**src/rtl/tt_um_univ_shreg_p_if.sv**
```systemverilog
// Bundle of the universal shift register's control, data and status signals.
// The driver side (master) issues operations; the register (slave) answers.
// Handshake: an operation is accepted on a rising edge where ena=1, the
// register is idle and start=1.  busy is high while steps are in progress.
// done is high for exactly one enabled cycle once the operation is complete.
// The parity signal exists only when SHREG_PARITY_EN is defined.
interface tt_um_univ_shreg_p_if #(
  parameter int WIDTH = 8,
  parameter int CNT_W = $clog2(WIDTH) + 1
);
  logic             ena;
  logic             start;
  logic [2:0]       mode;
  logic [CNT_W-1:0] amount;
  logic [WIDTH-1:0] d;
  logic             s_in;
  logic [WIDTH-1:0] q;
  logic             s_out;
  logic             busy;
  logic             done;
`ifdef SHREG_PARITY_EN
  logic             parity;

  modport master (
    output ena, start, mode, amount, d, s_in,
    input  q, s_out, busy, done, parity
  );
  modport slave (
    input  ena, start, mode, amount, d, s_in,
    output q, s_out, busy, done, parity
  );
`else
  modport master (
    output ena, start, mode, amount, d, s_in,
    input  q, s_out, busy, done
  );
  modport slave (
    input  ena, start, mode, amount, d, s_in,
    output q, s_out, busy, done
  );
`endif
endinterface

```
**src/rtl/tt_um_univ_shreg_p.sv**
```systemverilog
// Universal shift register with a multi-step sequencer.
// HOLD, LOAD and CLEAR complete in a single edge.  SHL, SHR, ROTL, ROTR and
// ASR run one bit step per enabled edge, for 'amount' steps.
// Optional feature macro: SHREG_PARITY_EN adds a registered parity output
// that carries the XOR of q.
// state_o exposes the FSM state: 0 IDLE, 1 RUN, 2 FIN.
module tt_um_univ_shreg_p #(
  parameter int WIDTH = 8,
  parameter int CNT_W = $clog2(WIDTH) + 1
) (
  input  logic                  clk,
  input  logic                  rst_n,
  tt_um_univ_shreg_p_if.slave   bus,
  output logic [1:0]            state_o
);

  typedef enum logic [1:0] {
    S_IDLE = 2'd0,
    S_RUN  = 2'd1,
    S_FIN  = 2'd2
  } state_t;

  localparam logic [2:0] M_HOLD  = 3'b000;
  localparam logic [2:0] M_SHL   = 3'b001;
  localparam logic [2:0] M_LOAD  = 3'b010;
  localparam logic [2:0] M_SHR   = 3'b011;
  localparam logic [2:0] M_ROTL  = 3'b100;
  localparam logic [2:0] M_ROTR  = 3'b101;
  localparam logic [2:0] M_ASR   = 3'b110;
  localparam logic [2:0] M_CLEAR = 3'b111;

  state_t           state_q, state_d;
  logic [CNT_W-1:0] cnt_q, cnt_d;
  logic [2:0]       mode_q, mode_d;
  logic [WIDTH-1:0] q_q, q_d;
  logic             s_out_q, s_out_d;

  // State, counter, latched mode and data registers; ena=0 holds everything
  // because the next-state logic returns the current values.
  always_ff @(posedge clk or negedge rst_n) begin
    if (!rst_n) begin
      state_q <= S_IDLE;
      cnt_q   <= '0;
      mode_q  <= M_HOLD;
      q_q     <= '0;
      s_out_q <= 1'b0;
    end else begin
      state_q <= state_d;
      cnt_q   <= cnt_d;
      mode_q  <= mode_d;
      q_q     <= q_d;
      s_out_q <= s_out_d;
    end
  end

  // Next-state logic: accept in IDLE, one step per edge in RUN, FIN back to IDLE.
  always_comb begin
    state_d = state_q;
    cnt_d   = cnt_q;
    mode_d  = mode_q;
    q_d     = q_q;
    s_out_d = s_out_q;
    if (bus.ena) begin
      unique case (state_q)
        S_IDLE: begin
          if (bus.start) begin
            mode_d = bus.mode;
            case (bus.mode)
              M_HOLD:  state_d = S_FIN;
              M_LOAD: begin
                q_d     = bus.d;
                state_d = S_FIN;
              end
              M_CLEAR: begin
                q_d     = '0;
                state_d = S_FIN;
              end
              default: begin
                // A zero count completes at once with q untouched.
                if (bus.amount != '0) begin
                  cnt_d   = bus.amount;
                  state_d = S_RUN;
                end else begin
                  state_d = S_FIN;
                end
              end
            endcase
          end
        end
        S_RUN: begin
          cnt_d = cnt_q - CNT_W'(1);
          if (cnt_q == CNT_W'(1)) state_d = S_FIN;
          case (mode_q)
            M_SHL: begin
              q_d     = {q_q[WIDTH-2:0], bus.s_in};
              s_out_d = q_q[WIDTH-1];
            end
            M_SHR: begin
              q_d     = {bus.s_in, q_q[WIDTH-1:1]};
              s_out_d = q_q[0];
            end
            M_ROTL: begin
              q_d     = {q_q[WIDTH-2:0], q_q[WIDTH-1]};
              s_out_d = q_q[WIDTH-1];
            end
            M_ROTR: begin
              q_d     = {q_q[0], q_q[WIDTH-1:1]};
              s_out_d = q_q[0];
            end
            M_ASR: begin
              q_d     = {q_q[WIDTH-1], q_q[WIDTH-1:1]};
              s_out_d = q_q[0];
            end
            default: begin
              // Single-edge modes never enter RUN.
            end
          endcase
        end
        S_FIN:   state_d = S_IDLE;
        default: state_d = S_IDLE;
      endcase
    end
  end

`ifdef SHREG_PARITY_EN
  logic parity_q;

  // Parity tracks q on the same edge; q_d equals q_q when ena is low.
  always_ff @(posedge clk or negedge rst_n) begin
    if (!rst_n) parity_q <= 1'b0;
    else        parity_q <= ^q_d;
  end

  assign bus.parity = parity_q;
`endif

  assign bus.q     = q_q;
  assign bus.s_out = s_out_q;
  assign bus.busy  = (state_q == S_RUN);
  assign bus.done  = (state_q == S_FIN);
  assign state_o   = state_q;

endmodule

```
**src/flat_wrapper.sv**
```systemverilog
// flat-port wrapper written by rule: the top's interface ports become plain ports
module tt_um_univ_shreg_p_flat 
#(
  parameter int WIDTH = 8,
  parameter int CNT_W = $clog2(WIDTH) + 1
)
  (clk, rst_n, state_o, bus_ena, bus_start, bus_mode, bus_amount, bus_d, bus_s_in, bus_q, bus_s_out, bus_busy, bus_done);
  tt_um_univ_shreg_p_if #(.WIDTH(WIDTH), .CNT_W(CNT_W)) bus_i ();
  input  logic clk;
  input  logic rst_n;
  output logic [1:0] state_o;
  input wire logic [$bits(bus_i.ena)-1:0] bus_ena;
  input wire logic [$bits(bus_i.start)-1:0] bus_start;
  input wire logic [$bits(bus_i.mode)-1:0] bus_mode;
  input wire logic [$bits(bus_i.amount)-1:0] bus_amount;
  input wire logic [$bits(bus_i.d)-1:0] bus_d;
  input wire logic [$bits(bus_i.s_in)-1:0] bus_s_in;
  output wire logic [$bits(bus_i.q)-1:0] bus_q;
  output wire logic [$bits(bus_i.s_out)-1:0] bus_s_out;
  output wire logic [$bits(bus_i.busy)-1:0] bus_busy;
  output wire logic [$bits(bus_i.done)-1:0] bus_done;
  assign bus_i.ena = bus_ena;
  assign bus_i.start = bus_start;
  assign bus_i.mode = bus_mode;
  assign bus_i.amount = bus_amount;
  assign bus_i.d = bus_d;
  assign bus_i.s_in = bus_s_in;
  assign bus_q = bus_i.q;
  assign bus_s_out = bus_i.s_out;
  assign bus_busy = bus_i.busy;
  assign bus_done = bus_i.done;
  tt_um_univ_shreg_p #(.WIDTH(WIDTH), .CNT_W(CNT_W)) u_core (.clk(clk), .rst_n(rst_n), .bus(bus_i), .state_o(state_o));
endmodule
```
**config.mk**
```make
export PLATFORM = sky130hd
export DESIGN_NAME = tt_um_univ_shreg_p_flat
export DESIGN_NICKNAME = d
export VERILOG_FILES = /design/src/rtl/tt_um_univ_shreg_p_if.sv /design/src/rtl/tt_um_univ_shreg_p.sv /design/src/flat_wrapper.sv
export SDC_FILE = /design/constraint.sdc
export NUM_CORES = 1
export LEC_CHECK = 0
export CELL_PAD_IN_SITES_DETAIL_PLACEMENT = 1
export CELL_PAD_IN_SITES_GLOBAL_PLACEMENT = 1
export CORE_ASPECT_RATIO = 0.8
export CORE_UTILIZATION = 45
export CTS_CLUSTER_SIZE = 30
export DETAILED_ROUTE_END_ITERATION = 16
export DONT_BUFFER_PORTS = 1
export GPL_TIMING_DRIVEN = 0
export MAX_ROUTING_LAYER = met4
export PLACE_DENSITY = 0.85
export RECOVER_POWER = 50
export SYNTH_ARGS = -nofsm -noshare
export SYNTH_HDL_FRONTEND = slang
export SYNTH_SLANG_ARGS = --single-unit
export TNS_END_PERCENT = 10
```
**constraint.sdc**
```tcl
create_clock -name clk -period 3.7 [get_ports clk]
set_input_delay 0.185 -clock clk [delete_from_list [all_inputs] [get_ports clk]]
set_output_delay 0.185 -clock clk [all_outputs]
set_load 0.05 [all_outputs]
```
==> results of run 1 <==
## layout by cell type (no fill, tap or decap), types with 2 or more instances in the layout
master,Yosys,routed
a21oi_1,21,21
nand2_1,19,19
dfrtp_1,18,18
a31oi_1,13,13
nand2b_1,12,12
inv_1,9,9
nor2_1,9,9
o21ai_0,9,9
buf_2,6,6
nor2b_1,6,6
o31ai_1,6,6
nor3b_1,4,4
clkbuf_8,0,4
nor3_1,3,3
nand3_1,3,3
mux2i_1,3,3
o211ai_1,3,3
buf_4,2,2
and3_1,2,2
and2_4,2,2
a211o_1,2,2
o2111ai_1,2,2
ha_1,2,2
## Yosys cell counts, types with 2 or more instances
| cell type | n | area [um^2] |
|---|---|---|
| a211o_1 | 2 | 17.5 |
| a21oi_1 | 21 | 105 |
| a31oi_1 | 13 | 81.3 |
| and2_4 | 2 | 17.5 |
| and3_1 | 2 | 12.5 |
| buf_2 | 6 | 30.0 |
| buf_4 | 2 | 15.0 |
| dfrtp_1 | 18 | 450 |
| ha_1 | 2 | 25.0 |
| inv_1 | 9 | 33.8 |
| mux2i_1 | 3 | 30.0 |
| nand2_1 | 19 | 71.3 |
| nand2b_1 | 12 | 75.1 |
| nand3_1 | 3 | 15.0 |
| nor2_1 | 9 | 33.8 |
| nor2b_1 | 6 | 37.5 |
| nor3_1 | 3 | 15.0 |
| nor3b_1 | 4 | 30.0 |
| o2111ai_1 | 2 | 17.5 |
| o211ai_1 | 3 | 22.5 |
| o21ai_0 | 9 | 45.0 |
| o31ai_1 | 6 | 45.0 |
## power groups by stage
stage	Combinational [mW]	Clock [mW]	Sequential [mW]
final	0.828	0.168	0.634
after global routing	0.913	0.177	0.649
after global placement	0.756	0	0.624
after detailed placement	0.809	0	0.633
after floorplan	0.631	0	0.586
after CTS	0.821	0.168	0.630
## flip-flops by register name, summed over array words and instances, names as in the netlist
signal            cells
u_core.bus.q          8
u_core.cnt_q          4
u_core.mode_q         3
u_core.state_o        2
u_core.bus.s_out      1
## layer usage
metal	GRT usage [%]	wire [um]	vias up	part of all wire, %
met5	-	0	-	0
met1	38.2	2010	699	45
met4	8.33	51	0	1.2
met3	6.47	210	6	4.7
met2	48.9	2160	39	49
li1	-	-	640	-
## logic make-up after synthesis
| logic type | share of synthesized area (%) |
|---|---|
| XOR/XNOR | 0.641 |
| multiplexers | 3.02 |
| adder cells (fa/ha/maj) | 2.66 |
| flip-flops | 33.0 |
| AND/OR/NAND/NOR | 24.5 |
| buffers and inverters | 6.59 |
| AO/OA/AOI/OAI | 29.7 |
## per-stage QoR
step | hold slack, ps | instance area, um^2 | utilization, % | setup WS (ps)
finish | 63.8 | 1480 | 52.3 | 1590
global route | 67.1 | 1480 | 52.3 | 1430
CTS | 66.3 | 1480 | 52.3 | 1600
detailed placement | -110 | 1410 | 50.0 | 1620
global placement | -110 | 1410 | 50.0 | 1660
floorplan | -111 | 1370 | - | 1930
## path summary, 6_finish.rpt
check | startpoint | to | cells after the start
max reg2reg | u_core.state_o[0] | u_core.bus.q[4] | 6
max | u_core.state_o[0] | bus_busy | 4
max in group asynchronous | rst_n | u_core.bus.s_out | 1
min reg2reg | u_core.cnt_q[1] | u_core.cnt_q[1] | 2
min in group asynchronous | rst_n | u_core.mode_q[2] | 1
min | bus_mode[0] | u_core.mode_q[0] | 2
## what timing repair did
item	CTS	global route
hold endpoints to repair	18	0
buffers inserted	0	0
hold buffers	1	0
## layout make-up
type,count,area (um^2)
sequential,18,450
inverter,9,33.8
clock buffer,4,55.1
fill,355,1350
tap,38,47.5
buffer,9,56.3
timing repair buffer,1,10.0
multi-input combinational,136,826
==> impl_metrics.yaml, run 1 <==
pwr:
  intPower_uw: 693
  p_total_mw: 1.63
  pwr-share-clk_pct: 10.3
  ir_worst_vdd_uv: 494
  switching_share_pct: 57.5
  power.leakage_nw: 0.616
  power_density_nw_per_um2: 1100
  pwr-share-seq_pct: 38.9
  pwr-share-comb_pct: 50.8
  switchingPower_uw: 936
grt:
  grt_pass1_vias: 1365
  overflow: 0
  track_usage_pct: 30.2
  grt_pass1_wl_um: 7110
  grt_max_degree: 19
  grt_antenna_before_repair: 0
synth:
  synth_seq_cells: 18
  synth_nets: 194
  seq_area_frac_synth_pct: 33.0
  postSynth.asyncResetShare_pct: 100
  synth_area_um2: 1370
  yosys.cell_types.count: 38
  yosysWarnings: 0
  syn_avg_cell_area_um2: 7.94
  synth_edf_count: 0
  netlist_instances: 172
  synthFlopType: "dfrtp_1"
worst_setup_path:
  arrival_ps: 1930
  critPathTopFamily: "flip-flops"
  crit_type: "reg -> out"
  critPathRequiredTime_ps: 3510
  max_stage_delay_ps: 760
  crit_buf_inv: 3
  worstPathCellList: "nand2b_1, inv_1, buf_4, buf_2"
  worstPathMaxFanout: 10
  cp-end-kind: "output port"
  start_kind: "flip-flop"
  slowest_stage: "dfrtp_1"
  regToRegSetupSlack_ps: 1600
timing:
  layout_min_cycle_time_ps: 2110
  drv_slew: 0
  worst_pin_slew_ps: 901
  setup-violations-final: 0
  max_slew_margin_pct: 39.8
  timing.final.crit_share_pct: 57.1
  finalSetupTns_ps: 0
  fin_skew_ps: 3.06
  grt_setup_unrepaired: "no"
  fmax_ghz: 0.473
  hold_violations: 0
floorplan:
  dieArea_um2: 3260
  start_util_pct: 48.3
  die-width_um: 63.6
  ioPinCount: 33
  chipHeight_um: 51.3
  design.core.area_um2: 2830
  num_rows: 17
cts:
  clk_pin_slew_worst_paths_ps: 70
  clock_path_buffers: 2
  numCtsBuffers: 3
  cts_root_buffer: "clkbuf_8"
  cts_tree: "built"
  cts-resized-gates: 0
  cts.sinks: 18
  clkLatencyLatePin_ps: 260
  htree_levels: 1
placement:
  gp_congestion: 0.956
  io_buffers: 0
  placedCellCount: 210
  dpl.hpwl_um: 3290
final_layout:
  num_antenna_cells: 0
  drive_gt1_share_pct: 11.3
  instances_no_fill: 215
  nNetsFinal: 200
  area_delta_synth_final_pct: 8.24
route:
  vias: 1384
  wire_per_inst_um: 20.6
  drt-total-wl_um: 4430
  first_pass_iters: 5
  first_iter_violations: 50
  drtAntennaViolNets: 0
  remaining_drc_errors: 0
  vias_per_cell: 6.44
run:
  maxCapViolations: 0
outcome:
  outcome: "finished, final reports clean"
worst_hold_path:
  hold_path_class: "in -> reg"
No activity file was read; power rests on OpenSTA's default activity.
==> inputs of run 2 (changes only) <==
--- a/config.mk
+++ b/config.mk
@@ -8,13 +8,13 @@
 export CELL_PAD_IN_SITES_DETAIL_PLACEMENT = 1
 export CELL_PAD_IN_SITES_GLOBAL_PLACEMENT = 1
 export CORE_ASPECT_RATIO = 0.8
-export CORE_UTILIZATION = 45
+export CORE_UTILIZATION = 41
 export CTS_CLUSTER_SIZE = 30
 export DETAILED_ROUTE_END_ITERATION = 16
 export DONT_BUFFER_PORTS = 1
 export GPL_TIMING_DRIVEN = 0
 export MAX_ROUTING_LAYER = met4
-export PLACE_DENSITY = 0.85
+export PLACE_DENSITY = 0.82
 export RECOVER_POWER = 50
 export SYNTH_ARGS = -nofsm -noshare
 export SYNTH_HDL_FRONTEND = slang
==> constraint.sdc (replaced) <==
create_clock -name clk -period 1.85 [get_ports clk]
set_input_delay 0.0925 -clock clk [delete_from_list [all_inputs] [get_ports clk]]
set_output_delay 0.0925 -clock clk [all_outputs]
set_load 0.05 [all_outputs]
==> run 2 against run 1 <==
Combinational power up 110%. Clock-buffer cell count unchanged. Core utilization shrank 1.0 points.
==> impl_metrics.yaml, run 2 (same netlist as run 1, synthesis figures left out) <==
outcome:
  outcome: "finished, final reports clean"
cts:
  cts_tree: "built"
  postCtsSetupRepairBufs: 0
  clkLatencyLatePin_ps: 260
  cts.sinks: 18
  htree_levels: 1
  clock_path_buffers: 2
  cts_root_buffer: "clkbuf_8"
  numCtsBuffers: 3
  clk_pin_slew_worst_paths_ps: 80
pwr:
  intPower_mw: 1.43
  switching_share_pct: 56.9
  pwr-share-comb_pct: 51.9
  power.leakage_nw: 0.657
  ir_worst_vdd_uv: 970
  power_density_nw_per_um2: 2070
  switchingPower_mw: 1.89
  pwr-share-clk_pct: 10.1
  p_total_mw: 3.33
  pwr-share-seq_pct: 38.0
timing:
  worst_pin_slew_ps: 865
  hold_violations: 0
  holdWs_ps: 2.93
  fin_skew_ps: 6.92
  timing.final.crit_share_pct: 95.8
  drv_slew: 0
  grt_setup_unrepaired: "no"
  setup-violations-final: 0
  layout_min_cycle_time_ps: 1770
  max_slew_margin_pct: 42.1
  fmax_ghz: 0.564
worst_setup_path:
  cp-end-kind: "flip-flop"
  crit_type: "reg -> reg"
  worstPathMaxFanout: 10
  critPathRequiredTime_ps: 2020
  start_kind: "flip-flop"
  regToRegSetupSlack_ps: 80
  arrival_ps: 1940
final_layout:
  stdcell_area_um2: 1610
  area_delta_synth_final_pct: 17.5
  final.fill_count: 389
  final_common_cell: "a21oi_1"
  num_antenna_cells: 0
  final_util_pct: 51.3
  nNetsFinal: 210
  drive_gt1_share_pct: 13.4
  largest_reg_flops: 8
  final_cell_mix: "a21oi_1, nand2_1, dfrtp_1, a31oi_1, nand2b_1"
grt:
  grt_max_degree: 19
  overflow: 0
  grt_antenna_before_repair: 0
  grt_pass1_wl_um: 7010
  grt_pass1_vias: 1440
  track_usage_pct: 27.6
placement:
  place_area_um2: 1420
  io_buffers: 0
  dpl.hpwl_um: 3190
  gp_congestion: 0.916
floorplan:
  ioPinCount: 33
  design.core.area_um2: 3130
  chipHeight_um: 53.6
  dieArea_um2: 3570
  num_rows: 18
  die-width_um: 66.5
  start_util_pct: 43.6
run:
  maxCapViolations: 0
route:
  first_iter_violations: 80
  drt-total-wl_um: 4470
  wire_per_inst_um: 19.7
  first_pass_iters: 4
  drtAntennaViolNets: 0
  vias: 1401
  remaining_drc_errors: 0
  vias_per_cell: 6.17
worst_hold_path:
  hold_path_class: "in -> reg"
[run 2: cell type report]
class	count	area (um^2)	share of cell area (%)
Multi-Input combinational cell	136	841	52.4
Timing Repair Buffer	11	110	6.86
Buffer	9	62.6	3.90
Inverter	9	33.8	2.10
Sequential cell	18	453	28.2
Clock buffer	4	55.1	3.43
Tap cell	40	50.0	3.12
[run 2: path summary, 6_finish.rpt]
kind / start / end / cells past startpoint
hold reg to reg: u_core.cnt_q[3] / u_core.cnt_q[3] / 2
setup / recovery: u_core.state_o[1] / u_core.bus.s_out / 6
setup reg to reg: u_core.state_o[1] / u_core.bus.s_out / 6
min in group asynchronous: rst_n / u_core.state_o[0] / 1
hold / removal: bus_d[5] / u_core.bus.q[5] / 2
max in group asynchronous: rst_n / u_core.state_o[1] / 1
[run 2: critical path: stages (launching register included)]
cell and delay, ps:
dfrtp_2 540, nand2b_1 210, inv_1 160, buf_4 200, buf_6 220, a31oi_1 150
a31oi_1 200
[run 2: stage by stage]
| step | setup slack, ps | std cells | setup TNS [ps] |
|---|---|---|---|
| after floorplan | 79.1 | 172 | 0 |
| after global placement | -188 | 212 | -1340 |
| after detailed placement | -240 | 212 | -1880 |
| after CTS | 2.21 | 226 | 0 |
| after global routing | 24.5 | 227 | 0 |
| final | 76.8 | 227 | 0 |
[run 2: power groups by stage]
stage	registers [mW]	logic, mW	clock network [mW]
2_1_floorplan	1.17	1.26	0
6_report	1.27	1.73	0.335
3_3_place_gp	1.25	1.51	0
3_5_place_dp	1.26	1.60	0
5_1_grt	1.30	1.90	0.355
4_1_cts	1.26	1.67	0.341
[run 2: metal layers]
layer / share of wire (%) / wire (um) / track usage, %
met1: 46 / 2070 / 36.4
met3: 5.1 / 227 / 5.93
met5: 0 / 0 / -
met4: 2.1 / 95 / 10.3
met2: 47 / 2080 / 41.4
[run 2: timing repair]
action	4_1_cts	5_1_grt
gates resized for setup	5	3
cloned	0	0
endpoints found under the hold margin	27	1
hold buffers	10	1
endpoints found under the setup margin	14	9
==> inputs of run 3 (changes only) <==
--- a/config.mk
+++ b/config.mk
@@ -5,10 +5,11 @@
 export SDC_FILE = /design/constraint.sdc
 export NUM_CORES = 1
 export LEC_CHECK = 0
+export ABC_AREA = 1
 export CELL_PAD_IN_SITES_DETAIL_PLACEMENT = 1
 export CELL_PAD_IN_SITES_GLOBAL_PLACEMENT = 1
 export CORE_ASPECT_RATIO = 0.8
-export CORE_UTILIZATION = 41
+export CORE_UTILIZATION = 40
 export CTS_CLUSTER_SIZE = 30
 export DETAILED_ROUTE_END_ITERATION = 16
 export DONT_BUFFER_PORTS = 1
==> constraint.sdc (replaced) <==
create_clock -name clk -period 1.55 [get_ports clk]
set_input_delay 0.0775 -clock clk [delete_from_list [all_inputs] [get_ports clk]]
set_output_delay 0.0775 -clock clk [all_outputs]
set_load 0.05 [all_outputs]
==> run 3 against run 2 <==
The flow now finishes with violations (setup timing). Design area up 12%. Combinational power up 48%. Clock-buffer cell count unchanged. Die area increased by 23%. Sequential share of layout area is 3.0 points lower. Cell count grew 33%. Wire length rose by 2.9%. Area after synthesis rose by 21%. Core utilization shrank 4.9 points. Total power rose by 34%. Worst hold slack better by 3.8 ps. Via count grew 17%. Largest power group unchanged.
==> impl_metrics.yaml, run 3 <==
timing:
  fmax_ghz: 0.623
  drv_slew: 0
  fin_skew_ps: 14.3
  hold_violations: 0
  worst_pin_slew_ps: 848
  layout_min_cycle_time_ps: 1610
  grt_setup_unrepaired: "yes"
  finalSetupTns_ps: -55.7
  fin_ws_ps: -55.7
  timing.final.crit_share_pct: 104
  max_slew_margin_pct: 43.3
  setup-violations-final: 1
  holdWs_ps: 6.73
grt:
  grt_antenna_before_repair: 0
  met2_usage_pct: 36.2
  grt_pass1_wl_um: 7450
  use_met3_pct: 3.06
  busiest_layer: "met2"
  grt_pass1_vias: 1474
  met1_usage_pct: 31.9
  grt_max_degree: 19
  track_usage_pct: 23.1
  overflow: 0
floorplan:
  design.core.area_um2: 3880
  ioPinCount: 33
  num_rows: 20
  dieArea_um2: 4390
  chipHeight_um: 59.5
  start_util_pct: 42.6
  die-width_um: 73.8
synth:
  synth_top_cells_by_count: "nand2_1, nor2_1, nand4_1, nand3_1, dfrtp_1"
  synth_nets: 262
  postSynth.asyncResetShare_pct: 100
  seq_area_frac_synth_pct: 27.3
  synth_seq_cells: 18
  syn_avg_cell_area_um2: 6.88
  synthFlopType: "dfrtp_1"
  yosys.cell_types.count: 28
  synth_edf_count: 0
  netlist_instances: 240
  yosysWarnings: 0
  synth_top_area_cell: "dfrtp_1"
  synth_area_um2: 1650
  synth_top_area_share_pct: 27.3
  yosysMostFrequentCell: "nand2_1"
  synth_area_leaders: "dfrtp_1, nand2_1, nand4_1"
worst_setup_path:
  critPathRequiredTime_ps: 1470
  arrival_ps: 1530
  cp-end-kind: "output port"
  start_kind: "flip-flop"
  max_stage_delay_ps: 600
  worstPathMaxFanout: 4
  slowest_stage: "dfrtp_2"
  crit_type: "reg -> out"
  worstPathCellList: "inv_1, nor2_2"
route:
  drt-total-wl_um: 4600
  first_iter_violations: 89
  drtAntennaViolNets: 0
  vias_per_cell: 5.43
  vias: 1634
  first_pass_iters: 4
  remaining_drc_errors: 0
  wire_per_inst_um: 15.3
run:
  maxCapViolations: 0
placement:
  gp_congestion: 0.828
  dpl.hpwl_um: 3580
  placedCellCount: 295
  io_buffers: 0
  place_area_um2: 1720
pwr:
  ir_worst_vdd_uv: 764
  power.leakage_nw: 0.883
  power_density_nw_per_um2: 2470
cts:
  htree_levels: 1
  cts_root_buffer: "clkbuf_8"
  clk_pin_slew_worst_paths_ps: 80
  clock_path_buffers: 2
  cts.sinks: 18
  numCtsBuffers: 3
  cts_tree: "built"
  postCtsSetupRepairBufs: 0
  clkLatencyLatePin_ps: 260
final_layout:
  final_cell_mix: "nand2_1, nor2_1, nand4_1, nand3_1, dfrtp_1"
  drive_gt1_share_pct: 21.5
  nNetsFinal: 269
  stdcell_area_um2: 1800
  instances_no_fill: 301
  final.fill_count: 527
  final_common_cell: "nand2_1"
  final_util_pct: 46.4
  largest_reg_flops: 8
  num_antenna_cells: 0
  area_delta_synth_final_pct: 8.94
outcome:
  failed_checks: "setup timing"
  outcome: "complete, but fails checks"
worst_hold_path:
  hold_path_class: "in -> reg"
run 3: final timing paths:
| check | slack (ps) | endpoint | from | depth (start not counted) |
|---|---|---|---|---|
| max in group asynchronous | 610 | u_core.state_o[1] | rst_n | 1 |
| min in group asynchronous | 360 | u_core.cnt_q[1] | rst_n | 1 |
| worst min-delay path | 7 | u_core.bus.s_out | bus_ena | 2 |
| worst max register to register | 10 | u_core.bus.q[3] | u_core.state_o[0] | 8 |
| worst min register to register | 620 | u_core.cnt_q[1] | u_core.cnt_q[1] | 2 |
| worst max-delay path | -60 | bus_done | u_core.state_o[1] | 2 |
run 3: worst max-delay path, delay by kind of cell (launching register included):
family                 cells  cell delay, ps
flip-flops                 1             600
buffers and inverters      1             190
AND/OR/NAND/NOR            1             470
run 3: final cells by class:
cell class,instances,area [um^2],share of cell area (%)
multi-input combinational,192,1050,58.6
sequential,18,453,25.2
buffer,9,71.3,3.96
tap,55,68.8,3.82
inverter,21,86.3,4.80
clock buffer,4,45.0,2.50
timing repair buffer,2,20.0,1.11
run 3: where the power goes:
group	switching, mW	total (mW)	internal [mW]
Clock	0.161	0.344	0.183
Combinational	1.72	2.56	0.842
Sequential	0.857	1.55	0.690
run 3: repair_timing:
action | CTS | global route
hold buffers | 2 | 0
cloned | 0 | 0
resized for setup | 4 | 0
setup endpoints to repair | 19 | 12
hold endpoints to repair | 19 | 0
run 3: kinds of logic (layout without fill, tap and decap cells):
family	count (synthesis)	count (layout)	share of synthesized area, %
simple gates	162	162	51.1
buf+inv	30	36	9.01
compound gates	28	28	11.1
flops	18	18	27.3
fa+ha+maj	2	2	1.51
run 3: per-stage QoR:
step           setup slack [ps]  power (mW)
6_report                  -55.7        4.45
5_1_grt                   -94.5        4.80
4_1_cts                   -59.3        4.47
3_3_place_gp               -182        3.95
2_1_floorplan             -48.9        3.48
3_5_place_dp               -231        4.06
run 3: layer usage:
layer	up-vias	wire (um)
met1	792	2270
met3	2	162
li1	810	-
met4	0	21
met5	-	0
met2	30	2150
